[src/rtl/segment_swapchain_pkg.sv]
// Shared types for the segment swap chain: transition modes, FSM states
// and a small helper to recognise supported transition modes.
package segment_swapchain_pkg;

  // Transition trigger selector written by the controller register file.
  typedef enum logic [7:0] {
    TRANS_MODE_SYNC_IDX = 8'h00,
    TRANS_MODE_SYS_TIME = 8'h01,
    TRANS_MODE_GPIO     = 8'h02,
    TRANS_MODE_EXT      = 8'hF0
  } transition_mode_t;

  // Swap chain control states.
  typedef enum logic [1:0] {
    ST_IDLE      = 2'd0,
    ST_WAIT_TRIG = 2'd1,
    ST_WAIT_WRAP = 2'd2,
    ST_LOOP      = 2'd3
  } swapchain_state_t;

  localparam int DefaultIdxWidth = 15;
  localparam int DefaultRepWidth = 16;
  localparam int SysTimeWidth    = 56;
  localparam int GpioWidth       = 4;

  // True for every transition mode the swap chain knows how to handle.
  function automatic logic is_known_mode(input logic [7:0] mode);
    logic known;
    known = 1'b0;
    case (mode)
      TRANS_MODE_SYNC_IDX,
      TRANS_MODE_SYS_TIME,
      TRANS_MODE_GPIO,
      TRANS_MODE_EXT:      known = 1'b1;
      default:             known = 1'b0;
    endcase
    return known;
  endfunction

endpackage

[src/rtl/segment_swapchain_transition_trigger.sv]
// Transition trigger: captures the mode and target value on a latch pulse,
// then reports (while enabled) the cycle on which the transition condition
// holds. The owner leaves its waiting state on that cycle, so the output
// behaves as a single-cycle pulse.
module transition_trigger
  import segment_swapchain_pkg::*;
(
  input  logic                    clk,
  input  logic                    rst,
  input  logic                    latch,
  input  logic                    enable,
  input  logic [7:0]              mode,
  input  logic [SysTimeWidth-1:0] value,
  input  logic [SysTimeWidth-1:0] sys_time,
  input  logic [GpioWidth-1:0]    gpio_in,
  output logic                    trig
);

  logic [7:0]              mode_q;
  logic [SysTimeWidth-1:0] time_q;
  logic [1:0]              sel_q;
  logic                    gpio_prev;
  logic                    hit;

  // Capture the request; the GPIO edge register starts at the level seen
  // at latch time so an input that is already high does not fire.
  always_ff @(posedge clk) begin
    if (rst) begin
      mode_q    <= TRANS_MODE_SYNC_IDX;
      time_q    <= '0;
      sel_q     <= '0;
      gpio_prev <= 1'b0;
    end else if (latch) begin
      mode_q    <= mode;
      time_q    <= value;
      sel_q     <= value[1:0];
      gpio_prev <= gpio_in[value[1:0]];
    end else begin
      gpio_prev <= gpio_in[sel_q];
    end
  end

  // Decode the latched mode into a trigger condition.
  always_comb begin
    hit = 1'b0;
    case (mode_q)
      TRANS_MODE_SYNC_IDX: hit = 1'b1;
      TRANS_MODE_EXT:      hit = 1'b1;
      TRANS_MODE_SYS_TIME: hit = (sys_time >= time_q);
      TRANS_MODE_GPIO:     hit = gpio_in[sel_q] & ~gpio_prev;
      default:             hit = 1'b0;
    endcase
    trig = enable & hit;
  end

endmodule

[src/rtl/segment_swapchain.sv]
// Segment swap chain: switches the active BRAM segment between the two
// sample buffers on an index-wrap boundary after a transition trigger,
// counts repetitions of the new segment and freezes output on completion.
//
// Handshake: there is no valid/ready pair here. UPDATE_SETTINGS and
// IDX_VALID are single-cycle strobes that are always accepted; the only
// back-pressure visible to the controller is BUSY, which stays high from
// an accepted update until the requested segment has been swapped in.
module segment_swapchain
  import segment_swapchain_pkg::*;
#(
  parameter int IdxWidth = DefaultIdxWidth,
  parameter int RepWidth = DefaultRepWidth
) (
  input  logic                    CLK,
  input  logic                    RST,
  input  logic                    UPDATE_SETTINGS,
  input  logic                    REQ_RD_SEGMENT,
  input  logic [RepWidth-1:0]     REP,
  input  logic [7:0]              TRANSITION_MODE,
  input  logic [63:0]             TRANSITION_VALUE,
  input  logic [SysTimeWidth-1:0] SYS_TIME,
  input  logic [GpioWidth-1:0]    GPIO_IN,
  input  logic [IdxWidth-1:0]     IDX_IN,
  input  logic                    IDX_VALID,
  input  logic [IdxWidth-1:0]     CYCLE,
  output logic                    SEGMENT,
  output logic [IdxWidth-1:0]     IDX_OUT,
  output logic                    STOP,
  output logic                    BUSY,
  output swapchain_state_t        DBG_STATE
);

  // All-ones repetition count means play forever.
  localparam logic [RepWidth-1:0] RepInfinite = '1;

  swapchain_state_t    state_q, state_d;
  logic                segment_q, segment_d;
  logic                stop_q, stop_d;
  logic                busy_q, busy_d;
  logic [RepWidth-1:0] rep_cnt_q, rep_cnt_d;
  logic [IdxWidth-1:0] idx_out_q;

  // Latched request fields.
  logic                req_seg_q;
  logic [RepWidth-1:0] rep_q;
  logic                ext_q;

  logic wrap;
  logic accept;
  logic trig_en;
  logic trig;

  // Only the low 56 bits carry a time target or GPIO selector.
  logic unused_value_hi;
  assign unused_value_hi = ^TRANSITION_VALUE[63:SysTimeWidth];

  // A wrap is the index returning to zero; this also covers CYCLE==0.
  assign wrap    = IDX_VALID && (IDX_IN == '0);
  // Updates with an unsupported mode are dropped.
  assign accept  = UPDATE_SETTINGS && is_known_mode(TRANSITION_MODE);
  // An update in the same cycle wins over a trigger.
  assign trig_en = (state_q == ST_WAIT_TRIG) && !UPDATE_SETTINGS;

  transition_trigger u_trigger (
    .clk      (CLK),
    .rst      (RST),
    .latch    (accept),
    .enable   (trig_en),
    .mode     (TRANSITION_MODE),
    .value    (TRANSITION_VALUE[SysTimeWidth-1:0]),
    .sys_time (SYS_TIME),
    .gpio_in  (GPIO_IN),
    .trig     (trig)
  );

  // Next-state and output decisions; an update overrides any wrap or
  // trigger seen on the same cycle.
  always_comb begin
    state_d   = state_q;
    segment_d = segment_q;
    stop_d    = stop_q;
    busy_d    = busy_q;
    rep_cnt_d = rep_cnt_q;
    if (UPDATE_SETTINGS) begin
      if (accept) begin
        state_d   = ST_WAIT_TRIG;
        busy_d    = 1'b1;
        rep_cnt_d = '0;
      end else begin
        state_d = ST_IDLE;
        busy_d  = 1'b0;
      end
    end else begin
      case (state_q)
        ST_IDLE: begin
          state_d = ST_IDLE;
        end
        ST_WAIT_TRIG: begin
          if (trig) state_d = ST_WAIT_WRAP;
        end
        ST_WAIT_WRAP: begin
          if (wrap) begin
            segment_d = req_seg_q;
            stop_d    = 1'b0;
            busy_d    = 1'b0;
            rep_cnt_d = '0;
            state_d   = (rep_q == RepInfinite) ? ST_IDLE : ST_LOOP;
          end
        end
        ST_LOOP: begin
          if (wrap) begin
            if (rep_cnt_q == rep_q) begin
              // External mode falls back to endless play of the other
              // segment instead of stopping.
              if (ext_q) segment_d = ~segment_q;
              else       stop_d    = 1'b1;
              state_d = ST_IDLE;
            end else begin
              rep_cnt_d = rep_cnt_q + RepWidth'(1);
            end
          end
        end
        default: begin
          state_d = ST_IDLE;
        end
      endcase
    end
  end

  // Control state registers.
  always_ff @(posedge CLK) begin
    if (RST) begin
      state_q   <= ST_IDLE;
      segment_q <= 1'b0;
      stop_q    <= 1'b0;
      busy_q    <= 1'b0;
      rep_cnt_q <= '0;
    end else begin
      state_q   <= state_d;
      segment_q <= segment_d;
      stop_q    <= stop_d;
      busy_q    <= busy_d;
      rep_cnt_q <= rep_cnt_d;
    end
  end

  // Latched request fields, refreshed on every accepted update.
  always_ff @(posedge CLK) begin
    if (RST) begin
      req_seg_q <= 1'b0;
      rep_q     <= '0;
      ext_q     <= 1'b0;
    end else if (accept) begin
      req_seg_q <= REQ_RD_SEGMENT;
      rep_q     <= REP;
      ext_q     <= (TRANSITION_MODE == TRANS_MODE_EXT);
    end
  end

  // Registered read index; once stopped the last sample is held so the
  // output freezes on the final entry of the segment.
  always_ff @(posedge CLK) begin
    if (RST) idx_out_q <= '0;
    else     idx_out_q <= stop_d ? CYCLE : IDX_IN;
  end

  assign SEGMENT   = segment_q;
  assign STOP      = stop_q;
  assign BUSY      = busy_q;
  assign IDX_OUT   = idx_out_q;
  assign DBG_STATE = state_q;

endmodule

[config.mk]
export PLATFORM = sky130hd
export DESIGN_NAME = segment_swapchain
export DESIGN_NICKNAME = d
export VERILOG_FILES = /design/src/rtl/segment_swapchain_pkg.sv /design/src/rtl/segment_swapchain_transition_trigger.sv /design/src/rtl/segment_swapchain.sv
export SDC_FILE = /design/constraint.sdc
export NUM_CORES = 1
export LEC_CHECK = 0
export ABC_CLOCK_PERIOD_IN_PS = 2300
export CORE_MARGIN = 2
export CORE_UTILIZATION = 42
export CTS_BUF_LIST = sky130_fd_sc_hd__clkbuf_16
export CTS_CLUSTER_DIAMETER = 40
export DETAILED_ROUTE_END_ITERATION = 10
export PLACE_DENSITY = 0.81
export SLEW_MARGIN = 20
export SYNTH_ARGS = -nofsm -noshare
export SYNTH_HDL_FRONTEND = slang
export SYNTH_SLANG_ARGS = --single-unit
[constraint.sdc]
create_clock -name CLK -period 2.3 [get_ports CLK]
set_clock_uncertainty 0.1 [all_clocks]
set_input_delay 0.23 -clock CLK [delete_from_list [all_inputs] [get_ports CLK]]
set_output_delay 0.23 -clock CLK [all_outputs]
set_load 0.02 [all_outputs]
# Word-level counts from Yosys, hierarchy flattened
# Index checks and enable logic that the tools add are counted.
[totals]
register_bits = 121
word_cells = 98
input_bits = 183
out_inout_bits = 20
[classes]
add_sub_neg = 1
magnitude_cmp = 3
eq_ne = 21
reduce_logical = 18
n_bitwise = 5
muxes = 37
[op_table]
columns = ["operator", "count"]
rows = [
  ["16-bit two-way mux", 5],
  ["56-bit greater-or-equal comparator", 1],
  ["16-bit one-hot mux with 2 select lines", 1],
  ["1-bit two-way mux", 18],
  ["16-bit by 1-bit adder with 16-bit output, second input constant", 1],
  ["16-bit equality test", 1],
  ["16-bit equality test, second input constant", 1],
  ["8-bit by 1-bit equality test with 1-bit output, second input constant", 2],
  ["8-bit by 2-bit equality test with 1-bit output, second input constant", 2],
  ["8-bit equality test, second input constant", 2],
  ["8-bit zero test", 2],
  ["15-bit zero test", 1],
  ["15-bit two-way mux", 1],
  ["3-bit inequality test, second input constant", 5],
  ["2-bit two-way mux", 6],
  ["2-bit inequality test, second input constant", 4],
  ["2-bit one-hot mux with 4 select lines", 1],
  ["2-bit by 3-bit less-than comparator with 1-bit output, second input constant", 2],
  ["6-bit AND reduction", 1],
  ["2-bit nonzero test", 3],
  ["5-bit AND reduction", 1],
  ["1-bit binary-select mux with 2-bit select", 2],
  ["2-bit equality test, second input constant", 2],
  ["1-bit one-hot mux with 2 select lines", 2],
  ["other kinds (13)", 18],
]

# Depth between registers and ports, before layout
# Gate-level depths: netlist of run 1.
[depth]
depth_word = 8
depth_mapped = 9
mapped_depth_nobuf = 9

# Modules after synthesis
# A second synthesis of run 1 with hierarchy kept.
[hier_totals]
hier_cells = 729
area_unflattened_um2 = 6349.8
[by_module_without_submodules]
columns = ["mod", "area_per_inst_um2", "cells_per_inst", "n_inst", "seq_area_each_um2"]
rows = [
  ["transition_trigger", 3769.9, 423, 1, 1301.2],
  ["segment_swapchain", 2580.0, 306, 1, 1081.0],
]

# Least setup slack after synthesis of run 1
# Ideal clock, no wire load.
[synth_timing]
path_type = "register -> register"
startpoint = "register u_trigger.time_q[22]"
endpoint = "register state_q[0] (netlist: DBG_STATE[0])"
t_required_ps = 2130
period_less_slack_ps = 2345
path_stages_with_launch = 10
arrival_ps = 2175
setup_slack_ps = -45
setup_time_ps = 70
path_buffers = 0
path_cell_list = "dfxtp_1 > inv_1 > ha_1 > nand4_1 > or3_1 > or3_1 > a2111oi_2 > o311a_1 > o211ai_1 > a21oi_1"
[synth_via]
elab_chain_len = 5
[synth_lines]
columns = ["element", "line", "text"]
rows = [
  ["start: declaration", "segment_swapchain_transition_trigger.sv:20", "logic [SysTimeWidth-1:0] time_q;"],
  ["start signal: assignment", "segment_swapchain_transition_trigger.sv:35", "time_q <= value;"],
  ["56-bit greater-or-equal comparator", "segment_swapchain_transition_trigger.sv:49", "TRANS_MODE_SYS_TIME: hit = (sys_time >= time_q);"],
  ["1-bit one-hot mux with 3 select lines", "segment_swapchain_transition_trigger.sv:46", "case (mode_q)"],
  ["1-bit AND", "segment_swapchain_transition_trigger.sv:53", "trig = enable & hit;"],
  ["3-bit inequality test (no line)", "-", ""],
  ["4-bit AND reduction (no line)", "-", ""],
  ["end signal: assignment", "segment_swapchain.sv:140", "state_q <= state_d;"],
  ["end: declaration", "segment_swapchain.sv:37", "swapchain_state_t state_q, state_d;"],
]
# Every way passes these cells.
# A chain may end at the register's enable or synchronous reset.

# Worst setup path in the final report of run 1
[layout_timing]
startpoint = "register u_trigger.time_q[21]"
endpoint = "register state_q[1] (netlist: DBG_STATE[1])"
# Same word-level chain as after synthesis.

==> results of run 1 <==
==> area by class of cell <==
class                           count  area (µm²)
Clock buffer                       17       425.4
Fill cell                        1189        4940
Timing Repair Buffer              264        2540
Sequential cell                   119        2387
Tap cell                          184       230.2
Clock inverter                     15       161.4
Antenna cell                        1       2.502
Multi-Input combinational cell    577        3706
Inverter                           67       251.5
==> final timing paths <==
check	startpoint	endpoint	slack, ns	cells after the start
setup reg to reg	u_trigger.time_q[21]	DBG_STATE[1]	-0.05	9
hold reg to reg	u_trigger.time_q[11]	u_trigger.time_q[11]	0.35	2
hold / removal	RST	u_trigger.gpio_prev	0.10	2
setup / recovery	u_trigger.time_q[21]	DBG_STATE[1]	-0.05	9
==> power by group through the flow <==
stage	Sequential (mW)	Combinational, mW	Clock (mW)
global route	2.09	0.702	2.78
CTS	2.09	0.643	2.68
finish	2.09	0.647	2.64
global placement	2.13	0.617	0
floorplan	2.15	0.175	0
detailed placement	2.14	0.632	0
==> what timing repair did <==
item | in CTS | in global routing
gates resized for setup | 13 | 8
pin swaps | 7 | 4
setup buffers | 0 | 3
endpoints found under the setup margin | 2 | 21
==> per-layer routing <==
metal	wire, µm	global-route usage	vias to the layer above	part of all wire
li1	-	-	3237	-
met1	7545	0.2641	2970	0.41
met2	9022	0.4083	207	0.50
met3	1150	0.06116	36	0.063
met4	485	0.08791	0	0.027
met5	0	0	-	0
==> cell usage in the layout (no fill, tap or decap), types with 16 or more instances in the layout <==
master	synthesis	layout
clkdlybuf4s50_1	0	193
nand2_1	183	183
dfxtp_1	119	115
a21oi_1	104	104
buf_4	1	65
inv_1	67	64
ha_1	60	56
nor2_1	44	42
nand4_1	21	21
xor2_1	17	17
clkbuf_16	0	17
mux2i_1	16	16
==> registers in the layout, indices dropped and copies added (netlist names), 2 cells and up <==
signal	count
rep_q	16
DBG_STATE	2
IDX_OUT	15
u_trigger.time_q	55
rep_cnt_q	16
u_trigger.mode_q	8
==> kinds of logic after synthesis <==
family,after synthesis,share of synthesized area
DFF,119,0.3757
and+or+nand+nor,311,0.2218
buffers and inverters,99,0.06077
adders and majority gates,60,0.1184
AOI/OAI and AO/OA,163,0.1561
xor gates and xnor gates,24,0.03315
muxes,19,0.03413
==> worst max-delay path, delay by kind of cell (launching register included) <==
| kind | cells | cell delay (ns) |
|---|---|---|
| AOI/OAI and AO/OA | 4 | 0.69 |
| adders and majority gates | 1 | 0.26 |
| buffers and inverters | 1 | 0.05 |
| DFF | 1 | 0.33 |
| and+or+nand+nor | 3 | 0.85 |
==> metrics by stage <==
| step | area [µm²] | worst slack, ns | TNS, ns | hold WS (ns) |
|---|---|---|---|---|
| CTS | 9637 | -0.05123 | -0.08383 | 0.08633 |
| detailed placement | 8990 | -0.4666 | -15.96 | 0.3463 |
| finish | 9704 | -0.04526 | -0.07757 | 0.1004 |
| floorplan | 6365 | 0.002726 | 0 | 0.2660 |
| global route | 9704 | -0.2179 | -0.4233 | 0.1012 |
| global placement | 8990 | -0.4041 | -13.81 | 0.3428 |
==> run_results.csv, run 1 <==
group,metric,value,unit
outcome,status,"complete, but fails checks",
outcome,failed_checks,"negative setup slack",
drt,ant_nets,0,
global_routing,antenna_found_initial,1,
place,place_hpwl,13.90,mm
clock_network,clock-root-buffer,"clkbuf_16",
place,port_buffers,194,
logic_synthesis,yosysWarnings,0,
drt,drc,0,
floorplanning,start_util,0.4330,
drt,wl,18.20,mm
floorplanning,die_x,126.9,µm
logic_synthesis,synth_edf_count,0,
logic_synthesis,synth_nets,1038,
power,internal_power,4.179,mW
power,pwr-share-clk,0.491,
final_layout,nNetsFinal,1289,
global_routing,gr-usage-all-layers,0.2300,
final_layout,syn2layout_area_growth,53.04,%
power,p_total,5.383,mW
place,dp.cells,1208,
timing,grt_setup_unrepaired,"yes",
clock_network,clock-sinks,119,
timing,tightestPinTransition,0.6816,ns
floorplanning,die-area,0.01610,mm²
power,cellPowerDensity,554.7,mW/mm²
drt,vias,6450,
logic_synthesis,ys_seq_area_frac,0.3757,
critical_path,cp_max_fo,2,
logic_synthesis,synthesis.area,0.006341,mm²
timing,slew_headroom,0.5396,
drt,via_per_inst,5.185,
clock_network,numCtsBuffers,17,
logic_synthesis,avgSynthCellArea,7.976,µm²
final_layout,drive_gt1_frac,0.1379,
floorplanning,ios,203,
clock_network,tritoncts,"done",
logic_synthesis,synth_top_cell_by_area,"dfxtp_1",
global_routing,grt_overflow,0,
logic_synthesis,synth.most_common_cell,"nand2_1",
critical_path,crit_arrival,2.59,ns
critical_path,criticalPathCategory,"register to register",
final_layout,fin_cells,1244,
timing,setup_violations,2,
power,p_leak,3.699,nW
logic_synthesis,ys_top_cells_by_area,"dfxtp_1, ha_1, nand2_1",
logic_synthesis,synthTopCellsByCount,"nand2_1, dfxtp_1, a21oi_1",
floorplanning,core_area,0.01464,mm²
logic_synthesis,synth_top_area_frac,0.3757,
critical_path,crit_chain,"inv_2 -> ha_4 -> nand4_1 -> or3_1 -> or3_4 -> a2111oi_4 -> o311a_1 -> o211ai_1 -> a21oi_1",
floorplanning,die_h,126.9,µm
timing,setup_ws,-0.04526,ns
timing,max_freq,0.4264,GHz
timing,slew_violations,0,
power,p_seq_frac,0.389,
drt,first_iter_violations,301,
critical_path,critPathMaxStageDelay,0.38,ns
critical_path,end_kind,"register",
logic_synthesis,synth-main-ff-cell,"dfxtp_1",
logic_synthesis,synthDistinctLibCells,63,
drt,drtPass1Iterations,5,
clock_network,insertion_delay,0.41,ns
timing,fin_crit_sh,1.020,
timing,fin_crit,2.345,ns
clock_network,clk_pin_slew_worst_paths,0.05,ns
critical_path,startpoint_type,"register",
clock_network,h-tree-depth,4,
clock_network,clock_path_buffers,2,
final_layout,final_util,0.6627,
run,max-cap-violations,0,
power,ir_drop,0.0004310,V
global_routing,grt_max_degree,84,
power,power.switching,1.204,mW
logic_synthesis,ys_ff_latch,119,
logic_synthesis,async_flop_share,0,
min_path,hold_path.class,"input pin to register",
power,p_comb_frac,0.120,
global_routing,grt_pass1_vias,6404,
global_routing,grt_pass1_wl,29.84,mm
drt,routedWlPerCell,14.63,µm
power,swShare,0.2236,
floorplanning,num_rows,44,
critical_path,required,2.54,ns
clock_network,postCtsHoldBufs,0,
critical_path,cp_slowest_cell,"or3_1",
timing,hold_viol,0,
place,routabilityCongestion,0.8787,
logic_synthesis,syn_inst,795,
Note: power is estimated with default switching activity, not from simulation.
==> inputs of run 2 (changes only) <==
--- a/config.mk
+++ b/config.mk
@@ -5,13 +5,14 @@
 export SDC_FILE = /design/constraint.sdc
 export NUM_CORES = 1
 export LEC_CHECK = 0
+export ABC_AREA = 1
 export ABC_CLOCK_PERIOD_IN_PS = 2300
 export CORE_MARGIN = 2
-export CORE_UTILIZATION = 42
+export CORE_UTILIZATION = 43
 export CTS_BUF_LIST = sky130_fd_sc_hd__clkbuf_16
 export CTS_CLUSTER_DIAMETER = 40
 export DETAILED_ROUTE_END_ITERATION = 10
-export PLACE_DENSITY = 0.81
+export PLACE_DENSITY = 0.82
 export SLEW_MARGIN = 20
 export SYNTH_ARGS = -nofsm -noshare
 export SYNTH_HDL_FRONTEND = slang
==> run 2 against run 1 <==
Effect of this change: setup slack gained 0.28 ns; highest routed layer unchanged; register-to-register slack gained 0.28 ns; via count shrank 1.4%; worst hold slack gained 0.20 ns; the flow now finishes without violations; largest cell class unchanged; area after synthesis grew 0.87%; largest power group unchanged.
==> run_results.csv, run 2 <==
group,metric,value,unit
critical_path,required,2.49,ns
logic_synthesis,async_flop_share,0,
logic_synthesis,synth_edf_count,0,
floorplanning,die-area,0.01587,mm²
floorplanning,num_rows,44,
global_routing,grt_overflow,0,
place,routabilityCongestion,0.9417,
final_layout,nNetsFinal,1337,
logic_synthesis,synth_top_area_frac,0.3725,
floorplanning,ios,203,
logic_synthesis,yosysWarnings,0,
critical_path,startpoint_type,"register",
critical_path,crit_arrival,2.26,ns
power,p_total,5.067,mW
critical_path,critPathMaxStageDelay,0.43,ns
logic_synthesis,synthesis.area,0.006396,mm²
logic_synthesis,syn_inst,890,
critical_path,end_kind,"register",
global_routing,grt_pass1_wl,28.54,mm
power,p_leak,3.668,nW
place,place_area,0.008670,mm²
final_layout,largest_reg_flops,55,
final_layout,syn2layout_area_growth,43.56,%
logic_synthesis,synthDistinctLibCells,37,
drt,drtPass1Iterations,5,
place,place_hpwl,13.18,mm
final_layout,reg.largest.list,"u_trigger.time_q x55, rep_cnt_q x16, rep_q x16",
timing,tightestPinTransition,0.4317,ns
logic_synthesis,ys_top_cells_by_area,"dfxtp_1, ha_1, a21oi_1",
global_routing,grt_pass1_vias,6140,
clock_network,clock-sinks,119,
global_routing,busiest_layer,"met2",
power,ir_drop,0.0005079,V
drt,first_iter_violations,412,
timing,max_freq,0.4838,GHz
drt,via_per_inst,4.928,
floorplanning,die_h,126.0,µm
power,cellPowerDensity,551.8,mW/mm²
final_layout,stdcell_area,0.009183,mm²
timing,fin_crit,2.067,ns
clock_network,numCtsBuffers,17,
drt,vias,6357,
clock_network,clk_pin_slew_worst_paths,0.05,ns
logic_synthesis,ys_seq_area_frac,0.3725,
timing,slew_violations,0,
floorplanning,start_util,0.4401,
place,port_buffers,194,
critical_path,cp_slowest_cell,"dfxtp_1",
min_path,hold_path.class,"input pin to register",
drt,drc,0,
outcome,status,"completed",
critical_path,cp_max_fo,15,
final_layout,drive_gt1_frac,0.04973,
final_layout,final_common_cell,"clkdlybuf4s50_1",
drt,wl,17.09,mm
logic_synthesis,synthTopCellsByCount,"nand2_1, dfxtp_1, inv_1",
clock_network,clock-root-buffer,"clkbuf_16",
global_routing,gr-usage-all-layers,0.2209,
critical_path,criticalPathCategory,"register to register",
logic_synthesis,avgSynthCellArea,7.187,µm²
logic_synthesis,synth_top_cell_by_area,"dfxtp_1",
run,max-cap-violations,0,
clock_network,h-tree-depth,4,
global_routing,grt_use_met1,0.2817,
global_routing,met3_usage,0.05565,
drt,ant_nets,0,
timing,slew_headroom,0.7096,
clock_network,tritoncts,"done",
clock_network,postCtsHoldBufs,0,
timing,whs,0.2974,ns
final_layout,final_cell_mix,"clkdlybuf4s50_1, inv_1, nand2_1",
timing,setup_violations,0,
timing,hold_viol,0,
timing,fin_crit_sh,0.8986,
clock_network,clock_path_buffers,2,
drt,routedWlPerCell,13.25,µm
clock_network,insertion_delay,0.41,ns
global_routing,grt_max_degree,38,
logic_synthesis,ys_ff_latch,119,
floorplanning,core_area,0.01453,mm²
critical_path,crit_chain,"ha_1 -> inv_1 -> nor2_4 -> nor2_1 -> a21oi_1 -> nand2_1 -> nand2_1 -> nand2_1 -> buf_4 -> o21ai_0 -> nor2_1",
global_routing,grtUsageMet2,0.3643,
global_routing,antenna_found_initial,0,
final_layout,regMostFlops,"u_trigger.time_q",
floorplanning,die_x,126.0,µm
logic_synthesis,synth.most_common_cell,"nand2_1",
logic_synthesis,synth_nets,1133,
logic_synthesis,synth-main-ff-cell,"dfxtp_1",
critical_path,crit_top_cell,"nand2_1",
critical_path,crit_family,"simple AND/OR/NAND/NOR gates",
final_layout,antenna_cells,0,
critical_path,cp_num_buf_inv,2,
==> run 2: stage by stage <==
stage	cells	utilization	setup slack [ns]	setup TNS [ns]
finish	1290	0.6318	0.2331	0
global route	1290	0.6318	-0.03006	-0.03006
CTS	1290	0.6313	0.1777	0
detailed placement	1259	0.5965	-0.07851	-0.1548
global placement	1259	0.5965	-0.02797	-0.05433
floorplan	890	-	0.1858	0
==> run 2: cell type report <==
cell class	count	area, µm²
Tap cell	184	230.2
Sequential cell	119	2382
Clock buffer	17	425.4
Clock inverter	14	80.08
Multi-Input combinational cell	617	3430
Inverter	123	465.4
Fill cell	1259	5351
Timing Repair Buffer	216	2170
==> run 2: final timing paths <==
check	from	end	slack [ns]	depth (start not counted)
setup / recovery	DBG_STATE[1]	IDX_OUT[10]	0.23	11
hold / removal	CYCLE[6]	IDX_OUT[6]	0.30	3
setup reg to reg	DBG_STATE[1]	IDX_OUT[10]	0.23	11
hold reg to reg	u_trigger.mode_q[3]	u_trigger.mode_q[3]	0.34	2
==> run 2: repair_timing <==
| item | 4_1_cts | 5_1_grt |
|---|---|---|
| endpoints found under the hold margin | 0 | 0 |
| gates resized for setup | 0 | 3 |
| setup buffers | 0 | 0 |
| endpoints found under the setup margin | 0 | 2 |
==> run 2: power breakdown <==
group | internal [mW] | total, mW | switching, mW
logic | 0.393 | 0.642 | 0.248
registers | 2.09 | 2.10 | 0.00889
clock network | 1.42 | 2.33 | 0.901
==> run 2: routing by layer <==
layer / share of wire / wire [µm]
met5: 0 / 0
met4: 0.019 / 327
met3: 0.056 / 956
met2: 0.48 / 8203
met1: 0.44 / 7605
==> run 2: kinds of logic (layout without fill, tap and decap cells) <==
| logic type | count (synthesis) | count (layout) | synth area share |
|---|---|---|---|
| AO/OA/AOI/OAI | 240 | 240 | 0.1933 |
| adder cells (fa/ha/maj) | 60 | 60 | 0.1174 |
| AND/OR/NAND/NOR | 297 | 297 | 0.1962 |
| XOR/XNOR | 20 | 20 | 0.02739 |
| buffers and inverters | 154 | 370 | 0.09331 |
| flip-flops | 119 | 119 | 0.3725 |
==> run 2: worst register-to-register path, stage by stage, from the launching register on <==
cell,delay [ns]
dfxtp_1,0.43
ha_1,0.21
inv_1,0.13
nor2_4,0.11
nor2_1,0.08
a21oi_1,0.20
nand2_1,0.08
nand2_1,0.06
nand2_1,0.08
buf_4,0.19
o21ai_0,0.22
nor2_1,0.07
==> inputs of run 3 (changes only) <==
--- a/config.mk
+++ b/config.mk
@@ -13,7 +13,6 @@
 export CTS_CLUSTER_DIAMETER = 40
 export DETAILED_ROUTE_END_ITERATION = 10
 export PLACE_DENSITY = 0.82
-export SLEW_MARGIN = 20
 export SYNTH_ARGS = -nofsm -noshare
 export SYNTH_HDL_FRONTEND = slang
 export SYNTH_SLANG_ARGS = --single-unit
==> results of run 3 <==
The final DEF is identical to that of run 2; final timing and power are the same.
